File: src/rtl/lcd_pkg.sv
// Shared types and constants for the LCD result display: FSM states, HD44780
// command bytes, ASCII constants and small helpers used by the sequencer and byte writer.
package lcd_pkg;

   typedef enum logic [1:0] {PWR_WAIT, INIT, IDLE, WRITE} state_t;
   typedef enum logic [1:0] {BW_IDLE, BW_SETUP, BW_EN, BW_HOLD} bw_phase_t;
   typedef enum logic {WAIT_CMD, WAIT_CLEAR} byte_wait_t;

   localparam logic [7:0] FUNC_SET_8B2L = 8'h38;
   localparam logic [7:0] DISP_ON       = 8'h0C;
   localparam logic [7:0] ENTRY_INC     = 8'h06;
   localparam logic [7:0] CLEAR         = 8'h01;
   localparam logic [7:0] LINE1_HOME    = 8'h80;

   localparam logic [7:0] ASCII_A  = 8'h41;
   localparam logic [7:0] ASCII_C  = 8'h43;
   localparam logic [7:0] ASCII_EQ = 8'h3D;
   localparam logic [7:0] ASCII_0  = 8'h30;

   localparam logic [3:0] INIT_LEN  = 4'd4;
   localparam logic [3:0] WRITE_LEN = 4'd8;

   typedef struct packed {
      logic [3:0] hun;
      logic [3:0] ten;
      logic [3:0] one;
   } bcd_t;

   function automatic bcd_t to_bcd(input logic [7:0] v);
      bcd_t b;
      b.hun = 4'(v / 8'd100);
      b.ten = 4'((v % 8'd100) / 8'd10);
      b.one = 4'(v % 8'd10);
      return b;
   endfunction

   // Only clear-display needs the long post-strobe wait.
   function automatic byte_wait_t byte_wait_sel(input logic rs, input logic [7:0] d);
      return (!rs && d == CLEAR) ? WAIT_CLEAR : WAIT_CMD;
   endfunction

   function automatic logic [7:0] init_byte(input logic [1:0] i);
      logic [7:0] b;
      case (i)
         2'd0:    b = FUNC_SET_8B2L;
         2'd1:    b = DISP_ON;
         2'd2:    b = ENTRY_INC;
         default: b = CLEAR;
      endcase
      return b;
   endfunction

endpackage

File: src/rtl/lcd_byte_writer.sv
// One LCD bus transfer: setup cycle, enable pulse, then post-strobe hold/wait.
// ready is high when idle or in the last wait cycle so bytes can run back to back.
module lcd_byte_writer
   import lcd_pkg::*;
#(
   parameter int ENABLE_CYC = 25,
   parameter int CMD_CYC    = 2000,
   parameter int CLEAR_CYC  = 82000
) (
   input  logic       clk,
   input  logic       reset,
   input  logic       start,
   input  logic       rs,
   input  logic [7:0] data,
   output logic       ready,
   output logic       lcd_rs,
   output logic [7:0] lcd_data,
   output logic       lcd_e
);

   localparam int MAX_CYC = (CLEAR_CYC > CMD_CYC) ?
                            ((CLEAR_CYC > ENABLE_CYC) ? CLEAR_CYC : ENABLE_CYC) :
                            ((CMD_CYC > ENABLE_CYC) ? CMD_CYC : ENABLE_CYC);
   localparam int CW = $clog2(MAX_CYC) + 1;
   localparam logic [CW-1:0] EN_LD  = CW'(ENABLE_CYC - 1);
   localparam logic [CW-1:0] CMD_LD = CW'(CMD_CYC - 1);
   localparam logic [CW-1:0] CLR_LD = CW'(CLEAR_CYC - 1);

   bw_phase_t      phase, phase_n;
   logic [CW-1:0]  cnt, cnt_n;
   logic           e_n;
   logic           load;

   always_ff @(posedge clk or negedge reset) begin
      if (!reset) begin
         phase    <= BW_IDLE;
         cnt      <= '0;
         lcd_e    <= 1'b0;
         lcd_rs   <= 1'b0;
         lcd_data <= 8'h00;
      end else begin
         phase <= phase_n;
         cnt   <= cnt_n;
         lcd_e <= e_n;
         if (load) begin
            lcd_rs   <= rs;
            lcd_data <= data;
         end
      end
   end

   // Bus lines only load in BW_IDLE/BW_HOLD, so they are frozen while lcd_e is high.
   always_comb begin
      phase_n = phase;
      cnt_n   = cnt;
      e_n     = lcd_e;
      load    = 1'b0;
      ready   = 1'b0;
      case (phase)
         BW_IDLE: begin
            ready = 1'b1;
            if (start) begin
               load    = 1'b1;
               phase_n = BW_SETUP;
            end
         end
         BW_SETUP: begin
            e_n     = 1'b1;
            cnt_n   = EN_LD;
            phase_n = BW_EN;
         end
         BW_EN: begin
            if (cnt == '0) begin
               e_n     = 1'b0;
               phase_n = BW_HOLD;
               cnt_n   = (byte_wait_sel(lcd_rs, lcd_data) == WAIT_CLEAR) ? CLR_LD : CMD_LD;
            end else begin
               cnt_n = cnt - 1'b1;
            end
         end
         default: begin
            if (cnt == '0) begin
               ready = 1'b1;
               if (start) begin
                  load    = 1'b1;
                  phase_n = BW_SETUP;
               end else begin
                  phase_n = BW_IDLE;
               end
            end else begin
               cnt_n = cnt - 1'b1;
            end
         end
      endcase
   end

endmodule

File: src/rtl/lcd_result_display.sv
// Captures the core accumulator on each data_ready rise and shows "ACC=ddd" on
// LCD line 1; owns power-up wait, controller init and byte sequencing.
//
// state    | meaning
// PWR_WAIT | post-reset power-up delay before any bus activity
// INIT     | sending function set, display on, entry mode, clear
// IDLE     | waiting for a captured result (busy=0)
// WRITE    | sending line-1 home, "ACC=" and three digits
module lcd_result_display
   import lcd_pkg::*;
#(
   parameter int PWRUP_CYC  = 750000,
   parameter int ENABLE_CYC = 25,
   parameter int CMD_CYC    = 2000,
   parameter int CLEAR_CYC  = 82000
) (
   input  logic       clk,
   input  logic       reset,
   input  logic       data_ready,
   input  logic [7:0] accumulator,
   output logic [7:0] lcd_data,
   output logic       lcd_rs,
   output logic       lcd_rw,
   output logic       lcd_e,
   output logic       busy
);

   localparam int PW = $clog2(PWRUP_CYC) + 1;
   localparam logic [PW-1:0] PWR_LAST = PW'(PWRUP_CYC - 1);

   state_t         state, state_n;
   logic [PW-1:0]  counter, counter_n;
   logic [3:0]     idx, idx_n;
   logic           dr_q, rise, pending, take;
   logic [7:0]     value_q;
   bcd_t           digits;
   logic           bw_start, bw_rs, bw_ready;
   logic [7:0]     bw_data;

   assign rise   = data_ready & ~dr_q;
   assign busy   = (state != IDLE);
   assign lcd_rw = 1'b0;

   always_ff @(posedge clk or negedge reset) begin
      if (!reset) begin
         state   <= PWR_WAIT;
         counter <= '0;
         idx     <= '0;
         dr_q    <= 1'b0;
         pending <= 1'b0;
         value_q <= 8'h00;
         digits  <= '0;
      end else begin
         state   <= state_n;
         counter <= counter_n;
         idx     <= idx_n;
         dr_q    <= data_ready;
         if (rise) begin
            value_q <= accumulator;
            pending <= 1'b1;
         end else if (take) begin
            pending <= 1'b0;
         end
         if (take) digits <= to_bcd(value_q);
      end
   end

   always_comb begin
      state_n   = state;
      counter_n = counter;
      idx_n     = idx;
      take      = 1'b0;
      bw_start  = 1'b0;
      bw_rs     = 1'b0;
      bw_data   = 8'h00;
      case (state)
         PWR_WAIT: begin
            if (counter == PWR_LAST) begin
               counter_n = '0;
               state_n   = INIT;
            end else begin
               counter_n = counter + 1'b1;
            end
         end
         INIT: begin
            if (bw_ready) begin
               if (idx == INIT_LEN) begin
                  idx_n   = '0;
                  state_n = IDLE;
               end else begin
                  bw_start = 1'b1;
                  bw_data  = init_byte(idx[1:0]);
                  idx_n    = idx + 1'b1;
               end
            end
         end
         IDLE: begin
            if (pending) begin
               take    = 1'b1;
               state_n = WRITE;
            end
         end
         default: begin
            if (bw_ready) begin
               if (idx == WRITE_LEN) begin
                  idx_n   = '0;
                  state_n = IDLE;
               end else begin
                  bw_start = 1'b1;
                  bw_rs    = (idx != 4'd0);
                  idx_n    = idx + 1'b1;
                  case (idx)
                     4'd0:    bw_data = LINE1_HOME;
                     4'd1:    bw_data = ASCII_A;
                     4'd2:    bw_data = ASCII_C;
                     4'd3:    bw_data = ASCII_C;
                     4'd4:    bw_data = ASCII_EQ;
                     4'd5:    bw_data = ASCII_0 + {4'h0, digits.hun};
                     4'd6:    bw_data = ASCII_0 + {4'h0, digits.ten};
                     default: bw_data = ASCII_0 + {4'h0, digits.one};
                  endcase
               end
            end
         end
      endcase
   end

   lcd_byte_writer #(
      .ENABLE_CYC (ENABLE_CYC),
      .CMD_CYC    (CMD_CYC),
      .CLEAR_CYC  (CLEAR_CYC)
   ) u_byte_writer (
      .clk      (clk),
      .reset    (reset),
      .start    (bw_start),
      .rs       (bw_rs),
      .data     (bw_data),
      .ready    (bw_ready),
      .lcd_rs   (lcd_rs),
      .lcd_data (lcd_data),
      .lcd_e    (lcd_e)
   );

endmodule

File: config.mk
export PLATFORM = sky130hd
export DESIGN_NAME = lcd_result_display
export DESIGN_NICKNAME = d
export VERILOG_FILES = /design/src/rtl/lcd_pkg.sv /design/src/rtl/lcd_byte_writer.sv /design/src/rtl/lcd_result_display.sv
export SDC_FILE = /design/constraint.sdc
export NUM_CORES = 1
export LEC_CHECK = 0
export ABC_CLOCK_PERIOD_IN_PS = 8220
export BUFFER_PORTS_ARGS = -buffer_cell sky130_fd_sc_hd__buf_4
export CAP_MARGIN = 30
export CORE_AREA = 5 5 114 116
export CTS_CLUSTER_SIZE = 28
export DETAILED_ROUTE_END_ITERATION = 10
export DIE_AREA = 0 0 119 121
export PLACE_DENSITY = 0.53
export SYNTH_ARGS = -nofsm -noshare
export SYNTH_HDL_FRONTEND = slang
export SYNTH_SLANG_ARGS = --single-unit
File: constraint.sdc
create_clock -name clk -period 8.22 [get_ports clk]
set_input_delay 0.411 -clock clk [delete_from_list [all_inputs] [get_ports clk]]
set_output_delay 0.411 -clock clk [all_outputs]
set_load 0.005 [all_outputs]
==> results of run 1 <==
## per-stage QoR
stage	setup WS, ns	hold slack (ns)	util [%]
CTS	5.19	0.0110	43.9
floorplan	5.54	0.115	-
global placement	5.24	0.462	41.2
finish	5.16	0.00462	43.9
detailed placement	5.19	0.380	41.5
global route	4.87	0.0370	43.9
## power breakdown
part / switching (uW) / internal (uW) / total [uW]
clock network: 151 / 248 / 399
registers: 20.8 / 379 / 400
logic: 54.4 / 45.9 / 100
## cell families after synthesis
group	after synthesis	synth area share, %
AO/OA/AOI/OAI	165	22.9
AND/OR/NAND/NOR	213	23.0
XOR/XNOR	15	2.82
buffers and inverters	51	4.41
flip-flops	76	40.9
multiplexers	10	2.61
adder cells (fa/ha/maj)	12	3.23
other	1	0.0806
## area by class of cell
class | instances | area (sq um)
timing repair buffer | 23 | 193
clock buffer | 12 | 256
sequential | 76 | 1900
inverter | 20 | 75.1
clock inverter | 2 | 35.0
fill | 1191 | 6620
tap | 147 | 184
multi-input combinational | 416 | 2540
## layer usage
| layer | track usage [%] | up-vias |
|---|---|---|
| met2 | 24.9 | 47 |
| li1 | - | 1974 |
| met5 | 0 | - |
| met3 | 3.59 | 10 |
| met4 | 5.43 | 0 |
| met1 | 20.7 | 1903 |
## sequential cells by signal (all words and copies together), names as in the netlist
register,cells
counter,21
u_byte_writer.cnt,18
digits,10
value_q,8
u_byte_writer.lcd_data,7
idx,4
state,2
u_byte_writer.phase,2
dr_q,1
pending,1
u_byte_writer.lcd_e,1
u_byte_writer.lcd_rs,1
## synth_stat cells (all sizes together) (4+ instances only)
master | count | area [sq um]
dfrtp | 76 | 1900
nand2 | 72 | 270
o21ai | 63 | 315
nor2 | 36 | 135
a21oi | 29 | 145
clkbuf | 25 | 93.8
nor3 | 23 | 115
inv | 20 | 75.1
nand3 | 13 | 77.6
o31ai | 13 | 97.6
ha | 12 | 150
xnor2 | 12 | 105
a21o | 11 | 82.6
and3 | 11 | 68.8
nand2b | 9 | 56.3
nor4 | 8 | 50.1
or3 | 8 | 55.1
mux2 | 7 | 78.8
nor2b | 7 | 43.8
buf | 6 | 36.3
or4 | 6 | 48.8
a31oi | 4 | 25.0
and2 | 4 | 25.0
o211ai | 4 | 30.0
o22ai | 4 | 31.3
o41ai | 4 | 50.1
## worst paths after layout
kind / from / to / slack (ns) / cells past startpoint
setup / recovery: value_q[3]$_DFFE_PN0P_ / digits[3]$_DFFE_PN0P_ / 5.16 / 9
hold / removal: reset / counter[6]$_DFFE_PN0P_ / 0.005 / 1
setup reg to reg: value_q[3]$_DFFE_PN0P_ / digits[3]$_DFFE_PN0P_ / 5.16 / 9
hold reg to reg: counter[20]$_DFFE_PN0P_ / counter[20]$_DFFE_PN0P_ / 0.47 / 1
max in group asynchronous: reset / u_byte_writer.lcd_rs$_DFFE_PN0P_ / 7.65 / 2
min in group clk: data_ready / dr_q$_DFF_PN0_ / 0.18 / 1
## critical path, delay by kind of cell, from the launching register on
family / cells / cell delay [ns]
compound gates: 3 / 0.92
fa+ha+maj: 1 / 0.19
flops: 1 / 0.57
simple gates: 5 / 1.32
==> results.sh, run 1 <==
export IMPL_finalSetupViolCount=0
export IMPL_dr_wl_met3_um=287
export IMPL_final_cell_mix="dfrtp_1 (76), nand2_1 (72), o21ai_0 (60)"
export IMPL_ant_nets=0
export IMPL_clock_sinks=76
export IMPL_die_w_um=119
export IMPL_num_nets_final=569
export IMPL_critPathRequiredTime_ns=8.50
export IMPL_max_cap_viol_count=0
export IMPL_status="complete, no violations"
export IMPL_ys_seq_area_share_pct=40.9
export IMPL_synth_edf_count=0
export IMPL_syn2layout_area_growth_pct=11.6
export IMPL_routed_via_density=5.65
export IMPL_hold_class="in2async"
export IMPL_crit_chain="nand2b_1, and4_1, o41ai_1, and3_1, o21ai_0, o221a_2, ha_1, or4_1, nand3_1"
export IMPL_ys_warn_count=0
export IMPL_drc=0
export IMPL_num_rows=40
export IMPL_path_class="reg2reg"
export IMPL_power_uw=899
export IMPL_first_global_vias=3781
export IMPL_cpPeakStageDelay_ns=0.67
export IMPL_clk_latency_ns=0.34
export IMPL_syn_instance_count=543
export IMPL_routed_wl_um=10500
export IMPL_fin_skew_ns=0.00574
export IMPL_synth_seq_cells=76
export IMPL_clk_pin_slew_ns=0.06
export IMPL_worst_pin_slew_ns=0.992
export IMPL_wirelength_met1_um=5120
export IMPL_grt_pass1_wl_um=18300
export IMPL_worstPathArrival_ns=3.34
export IMPL_synth_nets=566
export IMPL_antenna_found_initial=0
export IMPL_leakage_uw=0.00229
export IMPL_max_freq_ghz=0.327
export IMPL_core_sq_mm=0.0118
export IMPL_io_pin_count=23
export IMPL_drt_iter0_markers=181
export IMPL_hpwlAfterDp_um=7420
export IMPL_start_kind="flop"
export IMPL_htreeDepth=3
export IMPL_cp_end_kind="flop"
export IMPL_dp_cells=682
export IMPL_chipHeight_um=121
export IMPL_portBuffers=21
export IMPL_instances_no_fill=696
export IMPL_final_min_clock_period_ns=3.06
export IMPL_cts_tree="built"
export IMPL_ys_flop_type="dfrtp_1"
export IMPL_placed_area_sq_mm=0.00490
export IMPL_synth_area_sq_mm=0.00465
export IMPL_ctsLongestPathBuffers=2
export IMPL_diodes=0
export IMPL_grt_start_max_net_pins=48
export IMPL_numCtsBuffers=9
export IMPL_place_congestion=0.814
export IMPL_cts_hold_buf=0
export IMPL_crit_slowest_cell="o41ai_1"
export IMPL_yosysUniqueCellTypes=67
export IMPL_min_period_over_period_pct=37.2
export IMPL_top_layer="met4"
export IMPL_tns_ns=0
export IMPL_hold_viol=0
export IMPL_drt_wirelength_per_cell_um=15.1
export IMPL_relSlewSlack_pct=33.6
export IMPL_wl_met2_um=4990
export IMPL_via_count=3934
export IMPL_postCtsSetupBuffers=0
export IMPL_first_pass_iters=4
export IMPL_ir_drop_mv=0.0877
export IMPL_initial_core_util_pct=39.4
export IMPL_syn_avg_cell_area_sq_um=8.56
export IMPL_ys_async_sr_fraction_pct=100
export IMPL_gr_total_overflow=0
export IMPL_drive_above_1_share_pct=10.2
export IMPL_rsz0062_at_grt="false"
export IMPL_finalInstanceArea_sq_mm=0.00519
export IMPL_cts_resized=0
export IMPL_cp_max_fo=18
export IMPL_power_density_mw_per_mm2=173
export IMPL_grt_use_total_pct=15.6
export IMPL_die_area_sq_mm=0.0144
export IMPL_drv_slew=0
export IMPL_layout_commonest_cell="dfrtp_1"
export IMPL_root_buffer="clkbuf_16"
Power figures use the tool's default switching activity.
==> run 2: changes to the inputs <==
--- a/config.mk
+++ b/config.mk
@@ -5,7 +5,7 @@
 export SDC_FILE = /design/constraint.sdc
 export NUM_CORES = 1
 export LEC_CHECK = 0
-export ABC_CLOCK_PERIOD_IN_PS = 8220
+export ABC_CLOCK_PERIOD_IN_PS = 3200
 export BUFFER_PORTS_ARGS = -buffer_cell sky130_fd_sc_hd__buf_4
 export CAP_MARGIN = 30
 export CORE_AREA = 5 5 114 116
==> constraint.sdc (replaced) <==
create_clock -name clk -period 3.2 [get_ports clk]
set_input_delay 0.16 -clock clk [delete_from_list [all_inputs] [get_ports clk]]
set_output_delay 0.16 -clock clk [all_outputs]
set_load 0.005 [all_outputs]
==> results.sh, run 2 (same netlist as run 1, synthesis figures left out) <==
export IMPL_crit_slowest_cell="or4_1"
export IMPL_num_rows=40
export IMPL_cpPeakStageDelay_ns=0.52
export IMPL_rsz0062_at_grt="false"
export IMPL_antenna_found_initial=0
export IMPL_ctsLongestPathBuffers=2
export IMPL_start_kind="flop"
export IMPL_htreeDepth=3
export IMPL_hold_class="in2reg"
export IMPL_drc=0
export IMPL_regMostFlops="counter"
export IMPL_largest_register_ffs=21
export IMPL_initial_core_util_pct=39.4
export IMPL_finalInstanceArea_sq_mm=0.00526
export IMPL_drive_above_1_share_pct=11.7
export IMPL_drt_iter0_markers=195
export IMPL_routed_wl_um=10500
export IMPL_top_regs="counter (21), u_byte_writer.cnt (18), digits (10)"
export IMPL_routed_via_density=5.56
export IMPL_critPathRequiredTime_ns=3.44
export IMPL_worstPathArrival_ns=3.11
export IMPL_diodes=0
export IMPL_hold_viol=0
export IMPL_hpwlAfterDp_um=7380
export IMPL_cp_max_fo=19
export IMPL_clock_sinks=76
export IMPL_status="complete, no violations"
export IMPL_ir_drop_mv=0.283
export IMPL_max_cap_viol_count=0
export IMPL_syn2layout_area_growth_pct=13.2
export IMPL_gr_total_overflow=0
export IMPL_grt_start_max_net_pins=46
export IMPL_finalSetupViolCount=0
export IMPL_cts_resized=0
export IMPL_final_util_pct=44.6
export IMPL_first_pass_iters=4
export IMPL_chipHeight_um=121
export IMPL_core_sq_mm=0.0118
export IMPL_root_buffer="clkbuf_16"
export IMPL_final_min_clock_period_ns=2.87
export IMPL_die_w_um=119
export IMPL_cp_end_kind="flop"
export IMPL_min_period_over_period_pct=89.7
export IMPL_cts_tree="built"
export IMPL_first_global_vias=3766
export IMPL_power_density_mw_per_mm2=425
export IMPL_io_pin_count=23
export IMPL_relSlewSlack_pct=59.0
export IMPL_final_cell_mix="dfrtp_1 (76), nand2_1 (72), o21ai_0 (60)"
export IMPL_clk_latency_ns=0.34
export IMPL_place_congestion=0.831
export IMPL_leakage_uw=0.00233
export IMPL_portBuffers=21
export IMPL_grt_pass1_wl_um=18200
export IMPL_max_freq_ghz=0.349
export IMPL_num_nets_final=581
export IMPL_fin_skew_ns=0.00769
export IMPL_path_common_cell="or4_1"
export IMPL_placed_area_sq_mm=0.00497
export IMPL_grt_use_total_pct=15.5
export IMPL_crit_chain="or3_1, or4_1, or4_1, mux2i_4, nand3_4, o41ai_2"
export IMPL_drt_wirelength_per_cell_um=14.8
export IMPL_path_class="reg2reg"
export IMPL_numCtsBuffers=9
export IMPL_clk_pin_slew_ns=0.06
export IMPL_layout_commonest_cell="dfrtp_1"
export IMPL_die_area_sq_mm=0.0144
export IMPL_tns_ns=0
export IMPL_worst_pin_slew_ns=0.615
export IMPL_ant_nets=0
export IMPL_via_count=3942
export IMPL_drv_slew=0
run 2: cell types whose count changed in the layout (fill, tap and decap cells not counted):
cell	previous run	this run
bufinv_16	1	0
buf_4	22	32
clkinv_2	1	2
clkbuf_1	1	2
dlygate4sd3_1	0	2
run 2: worst paths after layout:
path / startpoint / end / slack, ns / depth (start not counted)
setup / recovery: u_byte_writer.cnt[3]$_DFFE_PN0P_ / u_byte_writer.lcd_data[7]$_DFFE_PN0P_ / 0.33 / 6
hold / removal: accumulator[7] / value_q[7]$_DFFE_PN0P_ / 0.02 / 3
setup reg to reg: u_byte_writer.cnt[3]$_DFFE_PN0P_ / u_byte_writer.lcd_data[7]$_DFFE_PN0P_ / 0.33 / 6
hold reg to reg: counter[20]$_DFFE_PN0P_ / counter[20]$_DFFE_PN0P_ / 0.48 / 1
max in group asynchronous: reset / u_byte_writer.lcd_data[3]$_DFFE_PN0P_ / 2.32 / 3
min in group asynchronous: reset / counter[9]$_DFFE_PN0P_ / 0.31 / 2
run 2: cell type report:
type / count / area (sq um)
clock buffers: 13 / 260
well taps: 147 / 184
flip-flops and latches: 76 / 1900
multi-input cells: 416 / 2540
repair buffers: 35 / 288
inverters: 20 / 75.1
fillers: 1164 / 6550
clock inverters: 2 / 10.0
run 2: power by group:
part           switching (uW)  internal (uW)
Sequential               48.4            975
Combinational             146            129
Clock                     375            560
Total                     569           1660
run 2: through the flow:
stage | hold slack [ns] | power [uW] | std cells | setup slack (ns)
floorplan | -0.136 | 1230 | 543 | 0.520
global placement | 0.276 | 1310 | 691 | 0.396
detailed placement | 0.138 | 1320 | 692 | 0.353
CTS | 0.0138 | 2260 | 709 | 0.319
global route | 0.0392 | 2340 | 709 | 0.136
finish | 0.0190 | 2230 | 709 | 0.331
run 2: layer usage:
layer | track usage, % | wire (um) | share of wire (%)
met1 | 20.4 | 4930 | 47
met3 | 3.08 | 321 | 3.1
met2 | 24.7 | 5030 | 48
met5 | 0 | 0 | 0
met4 | 6.73 | 173 | 1.7
run 2: critical path: cells and delay by family, from the launching register on:
kind,cells,cell delay [ns]
flip-flops,1,0.44
AO/OA/AOI/OAI,1,0.36
AND/OR/NAND/NOR,4,1.69
multiplexers,1,0.26
run 2: repair_timing:
action                    CTS  global route
hold buffers                2             0
setup buffers               0             0
hold endpoints to repair   32             0
